**src/rtl/seg_pkg.sv**
```systemverilog
// seg_pkg: shared constants for the 7-segment scan controller.
//   - glyph codes for the non-numeric symbols carried on the display bus
//   - 7-bit segment patterns, bit order {g,f,e,d,c,b,a}
package seg_pkg;

  typedef logic [6:0] seg7_t;

  localparam logic [3:0] GLY_U     = 4'hA;
  localparam logic [3:0] GLY_D     = 4'hB;
  localparam logic [3:0] GLY_DASH  = 4'hC;
  localparam logic [3:0] GLY_OPEN  = 4'hD;
  localparam logic [3:0] GLY_CLOSE = 4'hE;
  localparam logic [3:0] GLY_BAR   = 4'hF;

  localparam seg7_t SEG_0     = 7'b0111111;
  localparam seg7_t SEG_1     = 7'b0000110;
  localparam seg7_t SEG_2     = 7'b1011011;
  localparam seg7_t SEG_3     = 7'b1001111;
  localparam seg7_t SEG_4     = 7'b1100110;
  localparam seg7_t SEG_5     = 7'b1101101;
  localparam seg7_t SEG_6     = 7'b1111101;
  localparam seg7_t SEG_7     = 7'b0000111;
  localparam seg7_t SEG_8     = 7'b1111111;
  localparam seg7_t SEG_9     = 7'b1101111;
  localparam seg7_t SEG_U     = 7'b0111110;
  localparam seg7_t SEG_D     = 7'b1011110;
  localparam seg7_t SEG_DASH  = 7'b1000000;
  localparam seg7_t SEG_OPEN  = 7'b1110011;  // "P"
  localparam seg7_t SEG_CLOSE = 7'b0111001;  // "C"
  localparam seg7_t SEG_BAR   = 7'b0001000;  // "_"

endpackage

```
**src/rtl/seg_glyph_dec.sv**
```systemverilog
// seg_glyph_dec: combinational glyph decoder.
//   code    in  4  glyph code (0-9 digits, A-F symbols from seg_pkg)
//   pattern out 7  segment pattern {g,f,e,d,c,b,a}, logical 1 = segment on
module seg_glyph_dec
  import seg_pkg::*;
(
  input  logic [3:0] code,
  output seg7_t      pattern
);

  always_comb begin
    pattern = '0;
    case (code)
      4'd0:      pattern = SEG_0;
      4'd1:      pattern = SEG_1;
      4'd2:      pattern = SEG_2;
      4'd3:      pattern = SEG_3;
      4'd4:      pattern = SEG_4;
      4'd5:      pattern = SEG_5;
      4'd6:      pattern = SEG_6;
      4'd7:      pattern = SEG_7;
      4'd8:      pattern = SEG_8;
      4'd9:      pattern = SEG_9;
      GLY_U:     pattern = SEG_U;
      GLY_D:     pattern = SEG_D;
      GLY_DASH:  pattern = SEG_DASH;
      GLY_OPEN:  pattern = SEG_OPEN;
      GLY_CLOSE: pattern = SEG_CLOSE;
      GLY_BAR:   pattern = SEG_BAR;
      default:   pattern = '0;
    endcase
  end

endmodule

```
**src/rtl/seg_scan_ctrl.sv**
```systemverilog
// seg_scan_ctrl: multiplexed 7-segment scan controller.
// Scans NUM_DIGITS common-select lines over one shared segment bus. Inputs are
// snapshotted once per frame so a frame is never torn; each digit slot has a
// one-clock dark gap at its start and is PWM-dimmed by the brightness code.
//
// Ports:
//   clk, rst      system clock, synchronous active-high reset
//   data_bus      4-bit glyph code per digit, digit i = data_bus[4i+3:4i]
//   dp_mask       per-digit decimal point
//   blank_mask    per-digit blank (1 = dark)
//   brightness    duty code, 0 = 1/2**BRIGHT_W ... max = full on
//   blink_mask    per-digit blink enable (only with SEG_BLINK_EN)
//   pos           one-hot digit select at the pins
//   seg           segments {dp,g,f,e,d,c,b,a} at the pins
//   frame_start   high in the cycle a new snapshot is captured
//
// Build option: define SEG_BLINK_EN to add blink_mask and the blink frame counter.
module seg_scan_ctrl
  import seg_pkg::*;
#(
  parameter int NUM_DIGITS   = 4,
  parameter int SCAN_DIV     = 262144,
  parameter int BRIGHT_W     = 3,
  parameter bit ACTIVE_LOW   = 1'b0,
  parameter int BLINK_FRAMES = 32
) (
  input  logic                    clk,
  input  logic                    rst,
  input  logic [4*NUM_DIGITS-1:0] data_bus,
  input  logic [NUM_DIGITS-1:0]   dp_mask,
  input  logic [NUM_DIGITS-1:0]   blank_mask,
  input  logic [BRIGHT_W-1:0]     brightness,
`ifdef SEG_BLINK_EN
  input  logic [NUM_DIGITS-1:0]   blink_mask,
`endif
  output logic [NUM_DIGITS-1:0]   pos,
  output logic [7:0]              seg,
  output logic                    frame_start
);

  localparam int SUB_LEN = SCAN_DIV >> BRIGHT_W;
  localparam int TICK_W  = (SCAN_DIV > 2) ? $clog2(SCAN_DIV) : 1;
  localparam int SUB_W   = (SUB_LEN > 2) ? $clog2(SUB_LEN) : 1;
  localparam int IDX_W   = (NUM_DIGITS > 1) ? $clog2(NUM_DIGITS) : 1;

  localparam logic [TICK_W-1:0] TICK_LAST = TICK_W'(SCAN_DIV - 1);
  localparam logic [SUB_W-1:0]  SUB_LAST  = SUB_W'(SUB_LEN - 1);
  localparam logic [IDX_W-1:0]  IDX_LAST  = IDX_W'(NUM_DIGITS - 1);

  if ((SCAN_DIV % (1 << BRIGHT_W)) != 0) begin : g_err_div
    $error("seg_scan_ctrl: SCAN_DIV must be a multiple of 2**BRIGHT_W");
  end
  if (SUB_LEN < 2) begin : g_err_sub
    $error("seg_scan_ctrl: SCAN_DIV >> BRIGHT_W must be at least 2");
  end
  if (NUM_DIGITS < 1) begin : g_err_dig
    $error("seg_scan_ctrl: NUM_DIGITS must be at least 1");
  end
  if (BLINK_FRAMES < 1) begin : g_err_blink
    $error("seg_scan_ctrl: BLINK_FRAMES must be at least 1");
  end

  logic [TICK_W-1:0]       tick_cnt_q, tick_cnt_d;
  logic [SUB_W-1:0]        sub_tick_q, sub_tick_d;
  logic [BRIGHT_W-1:0]     sub_idx_q, sub_idx_d;
  logic [IDX_W-1:0]        idx_q, idx_d;
  logic                    load_pending_q, load_pending_d;
  logic [4*NUM_DIGITS-1:0] code_snap_q, code_snap_d;
  logic [NUM_DIGITS-1:0]   dp_snap_q, dp_snap_d;
  logic [NUM_DIGITS-1:0]   blank_snap_q, blank_snap_d;
  logic [BRIGHT_W-1:0]     bright_snap_q, bright_snap_d;
  logic [NUM_DIGITS-1:0]   pos_q, pos_d;
  logic [7:0]              seg_q, seg_d;

  logic  slot_end;
  logic  frame_bnd;
  logic  snap_en;
  logic  lit;
  logic  blink_sup;
  logic [3:0] code_sel;
  seg7_t glyph_pat;

  always_comb begin
    slot_end  = (tick_cnt_q == TICK_LAST);
    frame_bnd = slot_end && (idx_q == IDX_LAST);
    snap_en   = load_pending_q || frame_bnd;
  end

  // Masked with rst so the pulse stays low while reset is held even though
  // load_pending is already set.
  assign frame_start = snap_en && !rst;

  // Prescaler: sub_idx tracks tick_cnt / SUB_LEN with its own sub-counter.
  always_comb begin
    tick_cnt_d = slot_end ? '0 : tick_cnt_q + TICK_W'(1);
    sub_tick_d = sub_tick_q;
    sub_idx_d  = sub_idx_q;
    if (slot_end) begin
      sub_tick_d = '0;
      sub_idx_d  = '0;
    end else if (sub_tick_q == SUB_LAST) begin
      sub_tick_d = '0;
      sub_idx_d  = sub_idx_q + BRIGHT_W'(1);
    end else begin
      sub_tick_d = sub_tick_q + SUB_W'(1);
    end

    idx_d = idx_q;
    if (slot_end) begin
      idx_d = (idx_q == IDX_LAST) ? '0 : idx_q + IDX_W'(1);
    end

    load_pending_d = 1'b0;
  end

  always_comb begin
    code_snap_d   = snap_en ? data_bus   : code_snap_q;
    dp_snap_d     = snap_en ? dp_mask    : dp_snap_q;
    blank_snap_d  = snap_en ? blank_mask : blank_snap_q;
    bright_snap_d = snap_en ? brightness : bright_snap_q;
  end

`ifdef SEG_BLINK_EN
  localparam int BCNT_W = (BLINK_FRAMES > 2) ? $clog2(BLINK_FRAMES) : 1;
  localparam logic [BCNT_W-1:0] BCNT_LOAD = BCNT_W'(BLINK_FRAMES - 1);

  logic [BCNT_W-1:0]     blink_cnt_q, blink_cnt_d;
  logic                  blink_phase_q, blink_phase_d;
  logic [NUM_DIGITS-1:0] blink_snap_q, blink_snap_d;

  // Down-counts frame boundaries; the phase flips on terminal count.
  always_comb begin
    blink_snap_d  = snap_en ? blink_mask : blink_snap_q;
    blink_cnt_d   = blink_cnt_q;
    blink_phase_d = blink_phase_q;
    if (frame_bnd) begin
      if (blink_cnt_q == '0) begin
        blink_cnt_d   = BCNT_LOAD;
        blink_phase_d = ~blink_phase_q;
      end else begin
        blink_cnt_d = blink_cnt_q - BCNT_W'(1);
      end
    end
  end

  always_ff @(posedge clk) begin
    if (rst) begin
      blink_cnt_q   <= BCNT_LOAD;
      blink_phase_q <= 1'b0;
      blink_snap_q  <= '0;
    end else begin
      blink_cnt_q   <= blink_cnt_d;
      blink_phase_q <= blink_phase_d;
      blink_snap_q  <= blink_snap_d;
    end
  end

  assign blink_sup = blink_phase_q && blink_snap_q[idx_q];
`else
  assign blink_sup = 1'b0;
`endif

  assign code_sel = code_snap_q[{idx_q, 2'b00} +: 4];

  seg_glyph_dec u_glyph_dec (
    .code    (code_sel),
    .pattern (glyph_pat)
  );

  // tick_cnt == 0 is the anti-ghost gap: select lines switch while all dark.
  always_comb begin
    lit   = (tick_cnt_q != '0) && (sub_idx_q <= bright_snap_q) &&
            !blank_snap_q[idx_q] && !blink_sup;
    pos_d = lit ? (NUM_DIGITS'(1) << idx_q) : '0;
    seg_d = lit ? {dp_snap_q[idx_q], glyph_pat} : '0;
  end

  always_ff @(posedge clk) begin
    if (rst) begin
      tick_cnt_q     <= '0;
      sub_tick_q     <= '0;
      sub_idx_q      <= '0;
      idx_q          <= '0;
      load_pending_q <= 1'b1;
      code_snap_q    <= '0;
      dp_snap_q      <= '0;
      blank_snap_q   <= '0;
      bright_snap_q  <= '0;
      pos_q          <= '0;
      seg_q          <= '0;
    end else begin
      tick_cnt_q     <= tick_cnt_d;
      sub_tick_q     <= sub_tick_d;
      sub_idx_q      <= sub_idx_d;
      idx_q          <= idx_d;
      load_pending_q <= load_pending_d;
      code_snap_q    <= code_snap_d;
      dp_snap_q      <= dp_snap_d;
      blank_snap_q   <= blank_snap_d;
      bright_snap_q  <= bright_snap_d;
      pos_q          <= pos_d;
      seg_q          <= seg_d;
    end
  end

  // Pin polarity applied after the registers; internal logic is always active-high.
  assign pos = ACTIVE_LOW ? ~pos_q : pos_q;
  assign seg = ACTIVE_LOW ? ~seg_q : seg_q;

endmodule

```
**config.mk**
```make
export PLATFORM = sky130hd
export DESIGN_NAME = seg_scan_ctrl
export DESIGN_NICKNAME = d
export VERILOG_FILES = /design/src/rtl/seg_pkg.sv /design/src/rtl/seg_glyph_dec.sv /design/src/rtl/seg_scan_ctrl.sv
export SDC_FILE = /design/constraint.sdc
export NUM_CORES = 1
export LEC_CHECK = 0
export BUFFER_PORTS_ARGS = -buffer_cell sky130_fd_sc_hd__buf_2
export CAP_MARGIN = 20
export CORE_MARGIN = 4
export CORE_UTILIZATION = 25
export DETAILED_ROUTE_END_ITERATION = 8
export GPL_TIMING_DRIVEN = 0
export PLACE_DENSITY_LB_ADDON = 0.25
export SKIP_LAST_GASP = 1
export SYNTH_ARGS = -nofsm -noshare
export SYNTH_HDL_FRONTEND = slang
export SYNTH_SLANG_ARGS = --single-unit
```
**constraint.sdc**
```tcl
create_clock -name clk -period 4.6 [get_ports clk]
set_input_delay 0.69 -clock clk [delete_from_list [all_inputs] [get_ports clk]]
set_output_delay 0.69 -clock clk [all_outputs]
set_load 0.02 [all_outputs]
```
; ---- After elaboration in Yosys (flattened, before gate mapping)
; Memory sizes are Yosys's and may differ from the RTL's. A register that Yosys moved wholly into a read port is not among the register bits.
; Cells that the tools add are included.
; Widths: inputs -> output; s select.
[classes]
n_addsub = 4
magnitude_cmp = 2
n_eq_ne = 3
shifts = 2
n_mux = 6
bitwise_logic = 1
reduce_logical = 11
[op_table]
columns = operator, count
row1 = $add 18x1->18 const B, 1
row2 = $eq 18x18->1 const B, 1
row3 = $reduce_bool 18->1, 1
row4 = $shiftx 16x5->4, 1
row5 = $add 15x1->15 const B, 1
row6 = $eq 15x15->1 const B, 1
row7 = $bmux 1 s2, 2
row8 = $logic_and 1x1->1, 4
row9 = $reduce_or 2->1, 2
row10 = $shl 1x2->4 const A, 1
row11 = $add 3x1->3 const B, 1
row12 = $le 3x3->1, 1
row13 = $lt 2x3->1 const B, 1
row14 = $mux 1, 3
row15 = $reduce_or 3->1, 1
row16 = $add 2x1->2 const B, 1
row17 = $eq 2x2->1 const B, 1
row18 = $logic_not 1->1, 2
row19 = $mux 2, 1
row20 = $logic_or 1x1->1, 1
row21 = $not 1->1, 1
[word_totals]
register_bits = 78
mem_bits_ro = 112
out_inout_bits = 13
wordCells = 41
mem_count = 1
[mem_list]
columns = name, words, width, read_ports, rd_clocked_by_memory_dff, write_ports, line_no
row1 = (no name shown), 16, 7, 1, 1, 0, seg_glyph_dec.sv:13  ; case (code)

; ---- Longest topological paths before layout
[logic_depth]
word_depth = 6
mapped_depth = 8
mapped_depth_nobuf = 7

; ---- By module
; From an unflattened synthesis, not the netlist that was laid out.
[hier_totals]
hier_cells = 414
hier_area_um2 = 3837.4
[by_module_without_submodules]
columns = mod, n_inst, cells_each, area_per_inst_um2, seq_area_each_um2
row1 = seg_scan_ctrl, 1, 375, 3534.6, 1561.5
row2 = seg_glyph_dec, 1, 39, 302.8, 0.0

; ---- Worst setup path after synthesis
; Ideal clock, no wire load.
[synth_timing]
path_type = register to output
from = reg tick_cnt_q[0]
to = out frame_start
t_arrival_ps = 1785
t_required_ps = 3910
setup_slack_ps = 2125
path_stages_with_launch = 8
path_buffers = 2
path_cell_list = dfxtp_1 -> ha_1 -> nand4_1 -> nor2_1 -> a31oi_1 -> buf_2 -> buf_2 -> nor2_1
[synth_via]
elab_chain_len = 4
[synth_lines]
columns = item, line_no
row1 = from (decl), seg_scan_ctrl.sv:63  ; logic [TICK_W-1:0] tick_cnt_q, tick_cnt_d;
row2 = from (signal assigned), seg_scan_ctrl.sv:192  ; tick_cnt_q <= tick_cnt_d;
row3 = $eq 18x18->1, seg_scan_ctrl.sv:84  ; slot_end = (tick_cnt_q == TICK_LAST);
row4 = $logic_and 1x1->1, seg_scan_ctrl.sv:85  ; frame_bnd = slot_end && (idx_q == IDX_LAST);
row5 = $logic_or 1x1->1, seg_scan_ctrl.sv:86  ; snap_en = load_pending_q || frame_bnd;
row6 = $logic_and 1x1->1, seg_scan_ctrl.sv:91  ; assign frame_start = snap_en && !rst;
row7 = to (decl), seg_scan_ctrl.sv:38  ; output logic frame_start
; Every way passes these cells.

; ---- Worst setup path after layout
; Ends and elaborated chain as after synthesis.

==> flow_summary.toml <==
[place]
port_buffers = 41
hpwl_microns = 6250
place_area_sq_um = 4240
gp_congestion = 0.760

[worst_setup_path]
timing.rr.start = "tick_cnt_q[0]$_SDFF_PP0_"
crit_chain = "ha_1 -> nand4_1 -> nor2_1 -> a31oi_1 -> buf_2 -> buf_2 -> nor2_1 -> buf_2"
r2r_end = "seg[2]$_SDFF_PP0_"
cpPeakStageDelay_ps = 380
crit_arrival_ps = 2390
startpoint_type = "flip-flop"
worstRegToRegCells = 7
cp_max_fo = 10
endpoint_kind = "output pin"
required_ps = 3910
cpMaxStageDelayCell = "dfxtp_1"
worstSetupPathType = "reg2out"
rrSetupSlack_ps = 2150
cp_common_cell = "buf_2"

[routing]
vias = 2892
antenna_left = 0
vias_per_cell = 4.53
drtPass1Iterations = 4
drt_iter0_markers = 168
wl_per_cell_microns = 13.5
routed_wl_microns = 8620
drc = 0

[floorplan]
core.rowCount = 44
core_area_sq_um = 14700
dieHeight_microns = 131
dieWidth_microns = 131
pin_count = 42
initial_core_util_pct = 25.9
die_area_sq_um = 17200

[cts]
post-cts-setup-buffer-count = 0
cts_tree = "yes"
cts_buffer_depth = 2
numCtsBuffers = 9
worst_setup_hold_path_clk_slew_ps = 60
clock_latency_ps = 340
hold_buffers = 0
numClockSinks = 78
htree_levels = 3
cts_root_buf = "clkbuf_16"
cts_resized = 0

[sta]
clock.fmax_ghz = 0.325
finalSetupViolations = 0
final.setup.tns_ps = 0
rsz0062_at_grt = "no"
period_share_pct = 66.9
hold_viol = 0
drv_slew = 0
period_minus_slack_ps = 3080
worst_pin_slew_ps = 1020
fin_skew_ps = 6.97
slew_headroom_pct = 31.3

[finish]
finalNetCount = 493
drive_above_1_share_pct = 17.8
stdcell_area_sq_um = 4570
area_delta_synth_final_pct = 20.3
insertedDiodeCount = 0

[yosys]
ys.flop_type = "dfxtp_1"
syn_nets = 441
async_flop_share_pct = 0
yosysWarnings = 0
post_synth_num_cell_types = 47
netlist_area_sq_um = 3800
synth_top_cell_by_area = "dfxtp_1"
synth_cells = 397
yosysSeqAreaShare_pct = 41.1
synth_edf_count = 0
avgSynthCellArea_sq_um = 9.57
synthTopCellsByArea = "dfxtp_1 (41%), nand2b_1 (9.2%), mux2i_1 (7.1%)"
synth_top_area_share_pct = 41.1
ys_ff_latch = 78

[worst_hold_path]
worstHoldStart = "code_snap_q[1]$_SDFFE_PP0P_"
holdPathEnd = "code_snap_q[1]$_SDFFE_PP0P_"
hold_depth = 2
hp-class = "reg2reg"

[status]
status = "complete, no violations"

[global_route]
grt_max_degree = 13
grt_util_all_layers_pct = 10.4
grt_pass1_wl_microns = 14700
grt_overflow_total = 0
antenna_found_initial = 0
grt_pass1_vias = 2965

[power_and_ir_drop]
powerDensity_nw_per_um2 = 363
p_leak_uw = 0.00172
peakVddDrop_mv = 0.168

[job]
max_cap_violations = 0
[state kept, by name, summed over array words and instances, names as in the netlist]
name            count
tick_cnt_q         18
code_snap_q        16
sub_tick_q         15
seg                 8
blank_snap_q        4
dp_snap_q           4
pos                 4
bright_snap_q       3
sub_idx_q           3
idx_q               2
load_pending_q      1
[layout make-up]
type,instances,area [sq um]
fillers,1506,10100
multi-input cells,279,2060
flip-flops and latches,78,1560
clock buffers,13,270
well taps,184,230
repair buffers,41,205
plain buffers,20,108
inverters,20,75.1
clock inverters,3,65.1
[power by group]
| group | switching, uW | total (uW) | internal [uW] |
|---|---|---|---|
| logic | 82.0 | 148 | 66.2 |
| clock network | 273 | 792 | 519 |
| registers | 13.9 | 717 | 703 |
| total | 369 | 1660 | 1290 |
[layout by cell type, fill, tap and decap left out, types with 11 or more instances in the layout]
master     n
buf_2     47
mux2i_1   27
nand3_1   14
nor2_1    23
xnor2_1   19
nand2b_1  56
inv_1     20
nor3_1    21
ha_1      15
clkbuf_1  11
nand2_1   11
dfxtp_1   78
nor4_1    11
[synthesized netlist by cell type (all sizes together), types with 8 or more instances]
master,count
ha,15
nand2b,56
nand3,14
buf,9
mux2i,27
dfxtp,78
nor4,11
clkbuf,11
nor2,23
o21ai,9
inv,20
nor3,23
nand2,11
mux4,8
xnor2,19
a21oi,10
[worst max path at each step]
| stage | from | end | slack [ps] |
|---|---|---|---|
| floorplan | tick_cnt_q[0]$_SDFF_PP0_ | frame_start | 2130 |
| global placement | tick_cnt_q[0]$_SDFF_PP0_ | frame_start | 1880 |
| detailed placement | tick_cnt_q[0]$_SDFF_PP0_ | frame_start | 1870 |
| CTS | tick_cnt_q[0]$_SDFF_PP0_ | frame_start | 1480 |
| global route | tick_cnt_q[0]$_SDFF_PP0_ | frame_start | 1340 |
| finish | tick_cnt_q[0]$_SDFF_PP0_ | frame_start | 1520 |
[per-stage QoR]
step | std cells | hold slack (ps) | total power [uW] | setup slack, ps | utilization [%]
CTS | 638 | 474 | 1680 | 1480 | 31.1
floorplan | 397 | 441 | 831 | 2130 | -
global placement | 622 | 460 | 880 | 1880 | 28.8
global route | 638 | 479 | 1730 | 1340 | 31.1
detailed placement | 622 | 465 | 881 | 1870 | 28.8
finish | 638 | 474 | 1660 | 1520 | 31.1
[worst max-delay path, delay by kind of cell (launching register included)]
| kind | cells | cell delay [ps] |
|---|---|---|
| buffers and inverters | 3 | 680 |
| flip-flops | 1 | 380 |
| adder cells (fa/ha/maj) | 1 | 230 |
| AND/OR/NAND/NOR | 3 | 650 |
| AO/OA/AOI/OAI | 1 | 110 |
[per-layer routing]
| metal | share of wire [%] | global-route usage [%] |
|---|---|---|
| met1 | 51 | 13.7 |
| met4 | 1.7 | 3.44 |
| met3 | 3.6 | 3.78 |
| met2 | 44 | 15.9 |
| met5 | 0 | 0 |
[cell families after synthesis]
kind of cell	synth area share, %
buf+inv	4.81
fa+ha+maj	4.94
compound gates	5.69
xor+xnor	5.53
simple gates	25.6
flops	41.1
mux	12.3
Power figures use the tool's default switching activity.
